==> src/rtl/arb_pkg.sv <==
// rtl/arb_pkg.sv - shared types, sizes and helpers for the round-robin request arbiter
package arb_pkg;

    localparam int N_REQ        = 8;
    localparam int ID_W         = 3;
    localparam int MAX_HOLD_DEF = 16;

    typedef enum logic [1:0] {
        IDLE    = 2'd0,
        GRANT   = 2'd1,
        RELEASE = 2'd2
    } state_t;

    function automatic logic [ID_W-1:0] onehot2bin(input logic [N_REQ-1:0] oh);
        logic [ID_W-1:0] bin;
        bin = '0;
        for (int i = 0; i < N_REQ; i++) begin
            if (oh[i]) begin
                bin = bin | ID_W'(i);
            end
        end
        return bin;
    endfunction

endpackage

==> src/rtl/rr_pick.sv <==
// rtl/rr_pick.sv - combinational round-robin pick: rotate by ptr, take lowest set bit, un-rotate
module rr_pick
    import arb_pkg::*;
(
    input  logic [N_REQ-1:0] req,
    input  logic [ID_W-1:0]  ptr,
    output logic             found,
    output logic [ID_W-1:0]  pick_id
);

    logic [N_REQ-1:0] rot;
    logic [N_REQ-1:0] lowest;

    // Rotating right by ptr puts requester ptr at bit 0, so lowest-set-bit is the round-robin winner.
    assign rot     = N_REQ'({req, req} >> ptr);
    assign lowest  = rot & (~rot + N_REQ'(1));
    assign pick_id = onehot2bin(lowest) + ptr;
    assign found   = |req;

endmodule

==> config.mk <==
export PLATFORM = sky130hd
export DESIGN_NAME = rr_pick
export DESIGN_NICKNAME = d
export VERILOG_FILES = /design/src/rtl/arb_pkg.sv /design/src/rtl/rr_pick.sv
export SDC_FILE = /design/constraint.sdc
export NUM_CORES = 1
export LEC_CHECK = 0
export CORE_MARGIN = 2
export CORE_UTILIZATION = 30
export DETAILED_ROUTE_END_ITERATION = 10
export PLACE_DENSITY = 0.66
export SLEW_MARGIN = 20
export SYNTH_ARGS = -nofsm -noshare
export SYNTH_HDL_FRONTEND = slang
export SYNTH_SLANG_ARGS = --single-unit
==> constraint.sdc <==
create_clock -name vclk -period 5.9
set_clock_uncertainty 0.05 [all_clocks]
set_input_delay 1.77 -clock vclk [all_inputs]
set_output_delay 1.77 -clock vclk [all_outputs]
set_load 0.05 [all_outputs]
[Yosys cells after proc, flatten, opt, wreduce, memory -nomap -nowiden]
Index checks and enable logic that the tools add are counted.
Cells by class
  add/sub/neg operators: 2
  multiply operators: 0
  div/mod/pow operators: 0
  $lt $le $gt $ge: 0
  equality and inequality tests: 0
  shifts and indexed selects: 1
  multiplexer cells: 7
  bitwise gates (word level): 2
  reductions and logical operators: 1
Operator list (number)
  right shift 16 x 3 -> 8 bit: 1
  two-way mux 3 bit: 4
  adder 8 x 1 -> 8 bit, second input constant: 1
  bitwise AND 8 bit: 1
  inverter 8 bit: 1
  OR reduction 8 bit: 1
  two-way mux 2 bit: 2
  adder 3 bit: 1
  two-way mux 1 bit: 1
Storage, ports and cells
  bits in registers: 0
  latch bits: 0
  bits in writable memories: 0
  memory bits (read-only): 0
  bits of input ports: 11
  output and inout bits: 4
  logic and storage cells: 13
  memories kept: 0

[Depth between registers and ports, before layout]
Gate-level depths: netlist of the first run.
  word-level depth: 12
  depth in mapped cells: 11
  depth with buffers taken out: 9

[Least setup slack after synthesis of the first run]
OpenSTA, ideal clock, no wires.
  path type: input -> output
  start point: input port ptr[1]
  end point: output port pick_id[2]
  data arrival time: 4.491 ns
  data required time: 4.080 ns
  setup slack: -0.411 ns
  cell stages on the path: 10
  path buffers: 1
  path through: buf_6 mux4_2 nor2b_1 o21ai_1 o31a_1 o221ai_1 ha_1 fa_1 xor2_1 xnor2_1
On the way
  word-level cells in the longest chain between the ends: 12
Ends and longest elaborated chain
  from (decl): RTL line rr_pick.sv:6  | input logic [ID_W-1:0] ptr,
  right shift 16 x 3 -> 8 bit: RTL line rr_pick.sv:15  | assign rot = N_REQ'({req, req} >> ptr);
  inverter 8 bit: RTL line rr_pick.sv:16  | assign lowest = rot & (~rot + N_REQ'(1));
  adder 8 x 1 -> 8 bit: RTL line rr_pick.sv:16
  bitwise AND 8 bit: RTL line rr_pick.sv:16
  two-way mux 1 bit: RTL line arb_pkg.sv:18  | if (oh[i]) begin
  two-way mux 2 bit (2 in series): RTL line arb_pkg.sv:18
  two-way mux 3 bit (4 in series): RTL line arb_pkg.sv:18
  adder 3 bit *: RTL line rr_pick.sv:17  | assign pick_id = onehot2bin(lowest) + ptr;
  to (decl): RTL line rr_pick.sv:8  | output logic [ID_W-1:0] pick_id
Mark *: on every way between the ends. The rest lies on a longest branch, timed or not.

[Final worst setup path of the first run]
  start point: input port req[5]
  end point: output port pick_id[2]
On the way
  word-level cells in the longest chain between the ends: 12
Ends and longest elaborated chain
  from (decl): RTL line rr_pick.sv:5  | input logic [N_REQ-1:0] req,
  right shift 16 x 3 -> 8 bit *: RTL line rr_pick.sv:15
  inverter 8 bit: RTL line rr_pick.sv:16
  adder 8 x 1 -> 8 bit: RTL line rr_pick.sv:16
  bitwise AND 8 bit *: RTL line rr_pick.sv:16
  two-way mux 1 bit: RTL line arb_pkg.sv:18
  two-way mux 2 bit (2 in series): RTL line arb_pkg.sv:18
  two-way mux 3 bit (3 in series): RTL line arb_pkg.sv:18
  two-way mux 3 bit *: RTL line arb_pkg.sv:18
  adder 3 bit *: RTL line rr_pick.sv:17
Marked as above.

==> summary.md, run 1 <==
| Metric | Value |
|---|---|
| Total gr overflow | `0` |
| Drt first pass iters | `4` |
| WS Path Type | `input port to primary output` |
| Min Tclk post-route | `5.899 ns` |
| GRT Util Overall | `16.97%` |
| Main combinational cell family by area after synthesis | `multiplexers` |
| Post-DP HPWL | `1389 microns` |
| Post-Syn Nets | `79` |
| Detailed Route Iter0 Violations | `10` |
| Starting Density | `31.97%` |
| Clkbuf count | `0` |
| Non-filler cells, final | `131` |
| Slew headroom | `67.13%` |
| Mux cell area share after synthesis | `39.69%` |
| Layout cells sized above 1 | `60.38%` |
| Final period util | `99.98%` |
| Crit-path max cell delay | `0.49 ns` |
| Crit path DAT | `4.08 ns` |
| Final Hold Fails | `0` |
| # hold bufs at CTS | `0` |
| Number of buffers and inverters on the critical path | `2` |
| Chip width | `47.13 microns` |
| Place WS | `-0.7324 ns` |
| Placement Rows | `15` |
| Synth area leaders | `mux2i_1 16%, mux4_2 12%, mux4_1 9.4%, a21oi_1 5.4%, nand2_1 5.4%` |
| Critical Path Source Type | `input port` |
| Seq/Total Area, Yosys | `0%` |
| Slowest CP cell | `mux4_2` |
| P per Cell Area | `122.3 mW/mm^2` |
| Gpl congestion | `0.9155` |
| N_diodes | `0` |
| Status | `completed` |
| Setup Viol. Count Final | `0` |
| Vias in the first global route | `638` |
| Top delay family on crit path | `adder cells` |
| Routed length per placed instance | `14.56 microns` |
| Gate Count Post-Synth | `66` |
| Slew Limit Fails | `0` |
| DIE HEIGHT | `47.13 microns` |
| Reg area | `0 sq um` |
| CP startpoint | `req[5]` |
| Final net count | `121` |
| Cell Chain, Critical Path | `buf_4 -> mux4_2 -> nor2b_1 -> o21ai_1 -> o31a_1 -> o221ai_2 -> ha_2 -> fa_2 -> xor2_4 -> xnor2_4 -> buf_12` |
| Initial antenna violation count | `0` |
| Vias/cell | `5.504` |
| Simple-Gate Fraction of Synth Area | `17.71%` |
| Largest net degree at the start of global routing | `9` |
| Fmax | `169.5 MHz` |
| Slew @ Worst Pin | `0.4914 ns` |
| Max-cap violations | `0` |
| YS warnings | `0` |
| DRC | `0` |
| # port buffers | `15` |
| Worst setup EP type | `primary output` |
| Die area | `0.002221 sq mm` |
| Final core utilization | `58.78%` |
| Adder-cell share of the synthesized area | `5.830%` |
| Pleak | `0.4488 nW` |
| FF+latch count | `0` |
| Cell Area, Synth | `558.0 sq um` |
| Top-area cell type share of the netlist area | `16.14%` |
| Synth Area in Compound Gates | `25.11%` |
| Hold-critical path depth | `3` |
| RSZ-0062 raised after global routing | `yes` |
| Core ar. | `0.001745 sq mm` |
| Post-Syn Area per Cell | `8.455 sq um` |
| Post-Synth XOR/XNOR Area | `4.709%` |
| Layout area overhead | `83.86%` |
| Worst Hold Class | `input port to primary output` |
| First-pass GRT wire length | `2704 microns` |
| Worst VDD drop | `0.07662 mV` |
| Critical path required time | `4.08 ns` |
| I/O pin count | `15` |
| Synth area leader | `mux2i_1` |
| Routed Antenna Nets | `0` |
| Hold EP | `pick_id[0]` |
| CP max FO | `3` |
| Fillers | `157` |
| Setup ws final | `0.0009948 ns` |
| Final wirelength | `1908 microns` |
| Min-delay src | `ptr[0]` |
| Total number of vias | `721` |
| Placed cells | `128` |
| Netlist cell types | `32` |
[report_power, final]
part / switching [mW] / total (mW) / internal (mW)
Clock: 0 / 0 / 0
Sequential: 0 / 0 / 0
Combinational: 0.0596 / 0.126 / 0.0659
Total: 0.0596 / 0.126 / 0.0659
[metal layers]
metal  part of all wire [%]  track usage [%]
met1                     41            21.50
met2                     55            33.15
met3                    2.3                0
met4                    1.6            1.667
met5                      0                0
[cells by family (layout without fill, tap and decap cells)]
| logic type | after synthesis | count (layout) |
|---|---|---|
| AO/OA/AOI/OAI | 20 | 20 |
| XOR/XNOR | 3 | 3 |
| AND/OR/NAND/NOR | 20 | 20 |
| buffers and inverters | 6 | 46 |
| adder cells (fa/ha/maj) | 2 | 2 |
| multiplexers | 15 | 15 |
[final cells by class]
cell class / count / area (sq um) / share of cell area, %
Tap cell: 25 / 31.28 / 3.049
Inverter: 2 / 7.507 / 0.7317
Timing Repair Buffer: 44 / 375.4 / 36.59
Multi-Input combinational cell: 60 / 611.8 / 59.63
[worst max path at each step]
stage / cells after the start / to / slack, ns
3_5_place_dp: 12 / pick_id[2] / -0.73
2_1_floorplan: 10 / pick_id[2] / 0.001
4_1_cts: 12 / pick_id[2] / -0.14
5_1_grt: 11 / pick_id[2] / -0.09
3_3_place_gp: 12 / pick_id[2] / -0.66
6_report: 11 / pick_id[2] / 0.001
[synth_stat cells]
| library cell | instances |
|---|---|
| a21boi_1 | 1 |
| ha_1 | 1 |
| xnor2_1 | 1 |
| inv_1 | 2 |
| buf_2 | 1 |
| a211o_1 | 1 |
| nand2_1 | 8 |
| mux4_1 | 2 |
| nand2b_1 | 4 |
| o221ai_1 | 1 |
| a21oi_1 | 6 |
| xor2_1 | 2 |
| a31oi_1 | 1 |
| a21o_1 | 1 |
| nor4_1 | 2 |
| buf_6 | 2 |
| o211a_1 | 1 |
| nand3b_1 | 1 |
| mux2i_1 | 9 |
| buf_1 | 1 |
| o21ai_1 | 1 |
| o32ai_1 | 2 |
| nor2b_1 | 1 |
| and2_1 | 1 |
| o211ai_2 | 1 |
| mux4_2 | 3 |
| fa_1 | 1 |
| o31a_1 | 1 |
| nor2_1 | 3 |
| a22oi_1 | 1 |
| o21ai_0 | 2 |
| mux2_2 | 1 |
[repair_timing]
item                       CTS  global route
gates resized for setup     31            29
gates cloned                 0             0
setup endpoints to repair    3             2
buffers inserted             3             1
pin swaps                    5             9
[through the flow]
step / cell area (sq um) / hold slack (ns) / power, mW / TNS, ns
finish: 1026 / 4.233 / 0.1255 / 0
global route: 1026 / 4.280 / 0.1322 / -0.08700
CTS: 1020 / 4.225 / 0.1191 / -0.1413
detailed placement: 952.2 / 4.483 / 0.1122 / -1.284
global placement: 952.2 / 4.464 / 0.1097 / -1.097
floorplan: 576.8 / 3.848 / 0.05944 / 0
[placed cells by master (no fill, tap or decap), types with 2 or more instances in the layout]
cell type	instances
a21oi_1	4
a21oi_2	2
buf_12	4
buf_4	27
buf_6	3
clkbuf_2	7
mux2i_1	5
mux2i_2	4
mux4_2	5
nand2_1	8
nand2b_1	4
nor2_1	2
nor4_1	2
o21ai_0	2
(Power assumes the default switching activity.)
==> run 2, diff against run 1 <==
Settings changed: ABC_AREA set to 1, PLACE_DENSITY 0.66 to 0.67, SLEW_MARGIN 20 to 15.
==> run 2 against run 1 <==
Fmax is 1.8% higher. Critical path depth is 7 higher. Flip-flop and latch count unchanged. Synthesized cell count is 50% higher. Via count increased by 3.5%. First-iteration DRC count up 60%. Highest routed layer unchanged. Total power decreased by 20%. Final area fell by 19%. Largest cell class unchanged.
==> summary.md, run 2 <==
| Metric | Value |
|---|---|
| Status | `completed` |
| Area of the multi-input gates | `508.0 sq um` |
| Max-cap violations | `0` |
| Core ar. | `0.001689 sq mm` |
| Reg area | `0 sq um` |
| Final wirelength | `1684 microns` |
| Routed length per placed instance | `12.03 microns` |
| Post-Syn Nets | `112` |
| Post-DP HPWL | `1259 microns` |
| Final core utilization | `49.11%` |
| Pleak | `0.4450 nW` |
| Vias/cell | `5.329` |
| YS warnings | `0` |
| Non-filler cells, final | `140` |
| Layout area overhead | `57.48%` |
| Top-area cell type share of the netlist area | `29.93%` |
| CP startpoint | `req[6]` |
| Slew headroom | `67.45%` |
| N_diodes | `0` |
| First-pass GRT wire length | `2628 microns` |
| Chip width | `45.90 microns` |
| Largest net degree at the start of global routing | `11` |
| P per Cell Area | `121.1 mW/mm^2` |
| DIE HEIGHT | `45.90 microns` |
| Worst setup EP type | `primary output` |
| Synth area leader | `nand2_1` |
| CP max FO | `3` |
| WS Path Type | `input port to primary output` |
| Detailed Route Iter0 Violations | `16` |
| Netlist cell types | `17` |
| Gate Count Post-Synth | `99` |
| Fillers | `173` |
| GRT Util Overall | `15.99%` |
| Total number of vias | `746` |
| Routed Antenna Nets | `0` |
| Total gr overflow | `0` |
| Setup ws final | `0.1049 ns` |
| Most frequent cells in the layout | `39 x nand2_1, 18 x nand3_1, 16 x nand2_2` |
| Slew @ Worst Pin | `0.4867 ns` |
| Slew Limit Fails | `0` |
| Final Hold Fails | `0` |
| Place WS | `-0.2416 ns` |
| Most frequent cells after synthesis | `42 x nand2_1, 21 x nand3_1, 13 x nand2_2` |
| Final net count | `138` |
| Vias in the first global route | `654` |
| Starting Density | `31.19%` |
| Initial antenna violation count | `0` |
| Die area | `0.002107 sq mm` |
| Cell Area, Synth | `526.8 sq um` |
| Crit path DAT | `3.98 ns` |
| Drt first pass iters | `4` |
| Synth area leaders | `nand2_1 30%, nand3_1 20%, nand2_2 15%, nand3_2 7.6%, buf_6 4.3%` |
| Seq/Total Area, Yosys | `0%` |
| # hold bufs at CTS | `0` |
| I/O pin count | `15` |
| Worst VDD drop | `0.05919 mV` |
| FF+latch count | `0` |
| Commonest non-fill, non-tap cell in the layout | `nand2_1` |
| Fmax | `172.6 MHz` |
| Min Tclk post-route | `5.795 ns` |
| Critical path required time | `4.08 ns` |
| Worst Hold Class | `input port to primary output` |
| Critical Path Source Type | `input port` |
| Placement Rows | `15` |
| Post-Syn Area per Cell | `5.321 sq um` |
| Placed cells | `135` |
| # port buffers | `15` |
| Final period util | `98.22%` |
| DRC | `0` |
| Min-delay src | `ptr[1]` |
| Gpl congestion | `0.8142` |
| Layout cells sized above 1 | `39.84%` |
| Setup Viol. Count Final | `0` |
| Top-count cell post-synth | `nand2_1` |
| Clkbuf count | `0` |
==> run 2: cell count changes in the layout (fill, tap and decap cells not counted), moves of 4 or more <==
cell / before / now
a21oi_1: 4 / 0
nand3_2: 0 / 7
clkbuf_2: 7 / 3
dlygate4sd2_1: 1 / 8
nand3_1: 0 / 18
nand2_2: 0 / 16
mux2i_2: 4 / 0
buf_4: 27 / 7
nand2b_1: 4 / 0
mux2i_1: 5 / 0
mux4_2: 5 / 0
nand2_1: 8 / 39
==> run 2: final timing paths <==
| kind | slack (ns) | cells after the start | endpoint |
|---|---|---|---|
| setup / recovery | 0.10 | 18 | pick_id[2] |
| hold / removal | 4.10 | 4 | pick_id[1] |
==> run 2: area by class of cell <==
type | instances | area share, %
repair buffers | 27 | 31.98
multi-input cells | 90 | 61.24
well taps | 17 | 2.564
inverters | 6 | 4.223
==> run 2: power by group <==
group / internal [mW] / total [mW] / switching [mW] / leakage, nW
Clock: 0 / 0 / 0 / 0
Combinational: 0.0438 / 0.100 / 0.0567 / 0.445
Sequential: 0 / 0 / 0 / 0
==> run 2: routing by layer <==
layer  vias to the layer above  global-route usage [%]  part of all wire, %
li1                        370                       -                    -
met1                       348                   21.91                   44
met2                        22                   27.78                   50
met3                         6                  0.3968                  3.4
met4                         0                   2.857                  2.9
met5                         -                       0                    0
==> run 2: kinds of logic (layout without fill, tap and decap cells) <==
logic type	count (synthesis)	in the layout	share of synthesized area, %
fa+ha+maj	2	2	6.176
buf+inv	9	33	10.93
compound gates	2	2	2.375
simple gates	85	85	78.86
xor+xnor	1	1	1.663
==> run 2: what timing repair did <==
item	4_1_cts	5_1_grt
pin swaps	0	6
setup endpoints to repair	2	1
buffers inserted	0	4
cloned	1	0
resized for setup	18	16
==> run 2: critical path, stage by stage <==
cell and delay [ns]:
dlygate4sd2_1 0.26, nand2_1 0.12, nand3_2 0.12, nand2_2 0.08, nand2_2 0.07, nand2_2 0.06
nand2_2 0.09, nor2_4 0.05, nand3_1 0.07, nand3_1 0.09, ha_2 0.20, fa_2 0.41
xor2_2 0.19, inv_1 0.05, nand3_1 0.07, nand2_1 0.08, inv_2 0.05, buf_12 0.14
==> run 2: metrics by stage <==
step	setup TNS (ns)	area, sq um	hold slack, ns	power (mW)
final	0	829.5	4.101	0.1005
after global routing	-0.03176	829.5	4.127	0.1076
after CTS	0	764.5	4.247	0.09335
after detailed placement	-0.2441	750.7	4.487	0.09261
after global placement	-0.1382	750.7	4.469	0.09144
after floorplan	0	526.8	3.848	0.05607
==> run 3, diff against run 2 <==
Settings changed: PLACE_DENSITY 0.67 to unset.
==> run 3 against run 2 <==
Global-route usage decreased by 2.1 points. Count of clock-buffer cells in the layout stayed put. Worst hold slack better by 0.16 ns. Non-clock buffer count shrank 5. Critical path depth up 2. Setup slack improved by 0.074 ns. First-iteration DRC count shrank 25%. Die area stayed put. Sequential share of layout area stayed put. Critical endpoint unchanged. Largest cell class unchanged. Largest power group unchanged.
==> summary.md, run 3 (same netlist as run 2, synthesis figures left out) <==
| Metric | Value |
|---|---|
| Critical Path Source Type | `input port` |
| Final period util | `96.97%` |
| DRC | `0` |
| Hold-critical path depth | `4` |
| Crit path DAT | `3.90 ns` |
| DIE HEIGHT | `45.90 microns` |
| Placement Rows | `15` |
| N_diodes | `0` |
| Slowest CP cell | `fa_2` |
| Final instance area | `800.8 sq um` |
| Crit-path max cell delay | `0.34 ns` |
| # port buffers | `15` |
| Critical path required time | `4.08 ns` |
| Slew @ Worst Pin | `0.4927 ns` |
| First-pass GRT wire length | `2277 microns` |
| GRT Util Overall | `13.84%` |
| Clkbuf count | `0` |
| Fmax | `174.8 MHz` |
| WS Path Type | `input port to primary output` |
| Largest net degree at the start of global routing | `11` |
| Worst setup EP type | `primary output` |
| Final net count | `133` |
| Starting Density | `31.19%` |
| Setup Viol. Count Final | `0` |
| Worst Hold Class | `input port to primary output` |
| Layout area overhead | `52.02%` |
| Final wirelength | `1407 microns` |
| Final Hold Fails | `0` |
| Post-DP HPWL | `1120 microns` |
| Vias in the first global route | `582` |
| GR peak layer | `met2` |
| Detailed Route Iter0 Violations | `12` |
| Drt first pass iters | `4` |
| Place WS | `-0.2376 ns` |
| Cell Chain, Critical Path | `clkdlybuf4s15_1 -> buf_6 -> clkinv_8 -> nand2_2 -> nand3_1 -> nand2_2 -> nand2_1 -> nand2_2 -> nand2_2 -> nor2_4 -> nand3_1 -> nand3_2 -> ha_2 -> fa_2 -> xor2_2 -> inv_1 -> nand3_1 -> nand2_1 -> inv_2 -> buf_12` |
| P per Cell Area | `118.3 mW/mm^2` |
| Met2 GRT Util | `23.89%` |
| Total number of vias | `669` |
| Slew headroom | `67.05%` |
| Routed length per placed instance | `10.42 microns` |
| Worst VDD drop | `0.04631 mV` |
| Slew Limit Fails | `0` |
| I/O pin count | `15` |
| Die area | `0.002107 sq mm` |
| Total gr overflow | `0` |
| GRT met1 Usage | `20.33%` |
| Commonest non-fill, non-tap cell in the layout | `nand2_1` |
| FF+latch count | `0` |
| DP Area | `735.7 sq um` |
| Most frequent cells in the layout | `41 x nand2_1, 17 x nand3_1, 14 x nand2_2` |
| Setup ws final | `0.1786 ns` |
| RSZ-0062 raised after global routing | `no` |
| Initial antenna violation count | `0` |
| Chip width | `45.90 microns` |
| CP max FO | `8` |
| CP most frequent cell | `nand2_2` |
| Pleak | `0.4198 nW` |
| Reg area | `0 sq um` |
| Status | `completed` |
| Met3 Resource Use GR | `0%` |
| Routed Antenna Nets | `0` |
| Vias/cell | `4.956` |
| Core ar. | `0.001689 sq mm` |
| Max-cap violations | `0` |
| Layout cells sized above 1 | `33.90%` |
| Min Tclk post-route | `5.721 ns` |
| Gpl congestion | `0.7276` |
==> run 3: worst max-delay path: cells and delay by family <==
kind / cells / cell delay (ns)
simple gates: 11 / 0.79
xor+xnor: 1 / 0.16
fa+ha+maj: 2 / 0.52
buf+inv: 6 / 0.66
==> run 3: what timing repair did <==
item / CTS / global route
setup buffers: 1 / 0
gates cloned: 1 / 0
endpoints found under the setup margin: 1 / 1
hold buffers: 0 / 0
endpoints found under the hold margin: 0 / 0
pin swaps: 0 / 1
gates resized for setup: 17 / 11
==> run 3: metrics by stage <==
step                      hold slack (ns)  setup TNS (ns)  power [mW]  util, %  cells
final                               4.261               0     0.09477    47.41    135
after global routing                4.297               0      0.1027    47.41    135
after CTS                           4.258               0     0.09125    44.74    135
after detailed placement            4.470         -0.2376     0.09047    43.56    133
after global placement              4.470         -0.2356     0.08966    43.56    133
after floorplan                     3.848               0     0.05607        -     99
==> run 3: final cells by class <==
class                           count  area (sq um)
Inverter                            6         35.03
Timing Repair Buffer               22         236.5
Tap cell                           17         21.27
Multi-Input combinational cell     90         508.0
Fill cell                         190         888.4
==> run 3: path summary, 6_finish.rpt <==
path / endpoint / slack, ns / startpoint
worst max-delay path: pick_id[2] / 0.18 / ptr[0]
worst min-delay path: pick_id[1] / 4.26 / ptr[1]
==> run 3: layer usage <==
| metal | vias up | part of all wire, % |
|---|---|---|
| met3 | 0 | 1.7 |
| met2 | 10 | 47 |
| met5 | - | 0 |
| met4 | 0 | 0 |
| met1 | 297 | 51 |
| li1 | 362 | - |
==> run 3: where the power goes <==
part / internal, mW / switching, mW
logic: 0.0412 / 0.0536
clock network: 0 / 0
registers: 0 / 0
total: 0.0412 / 0.0536
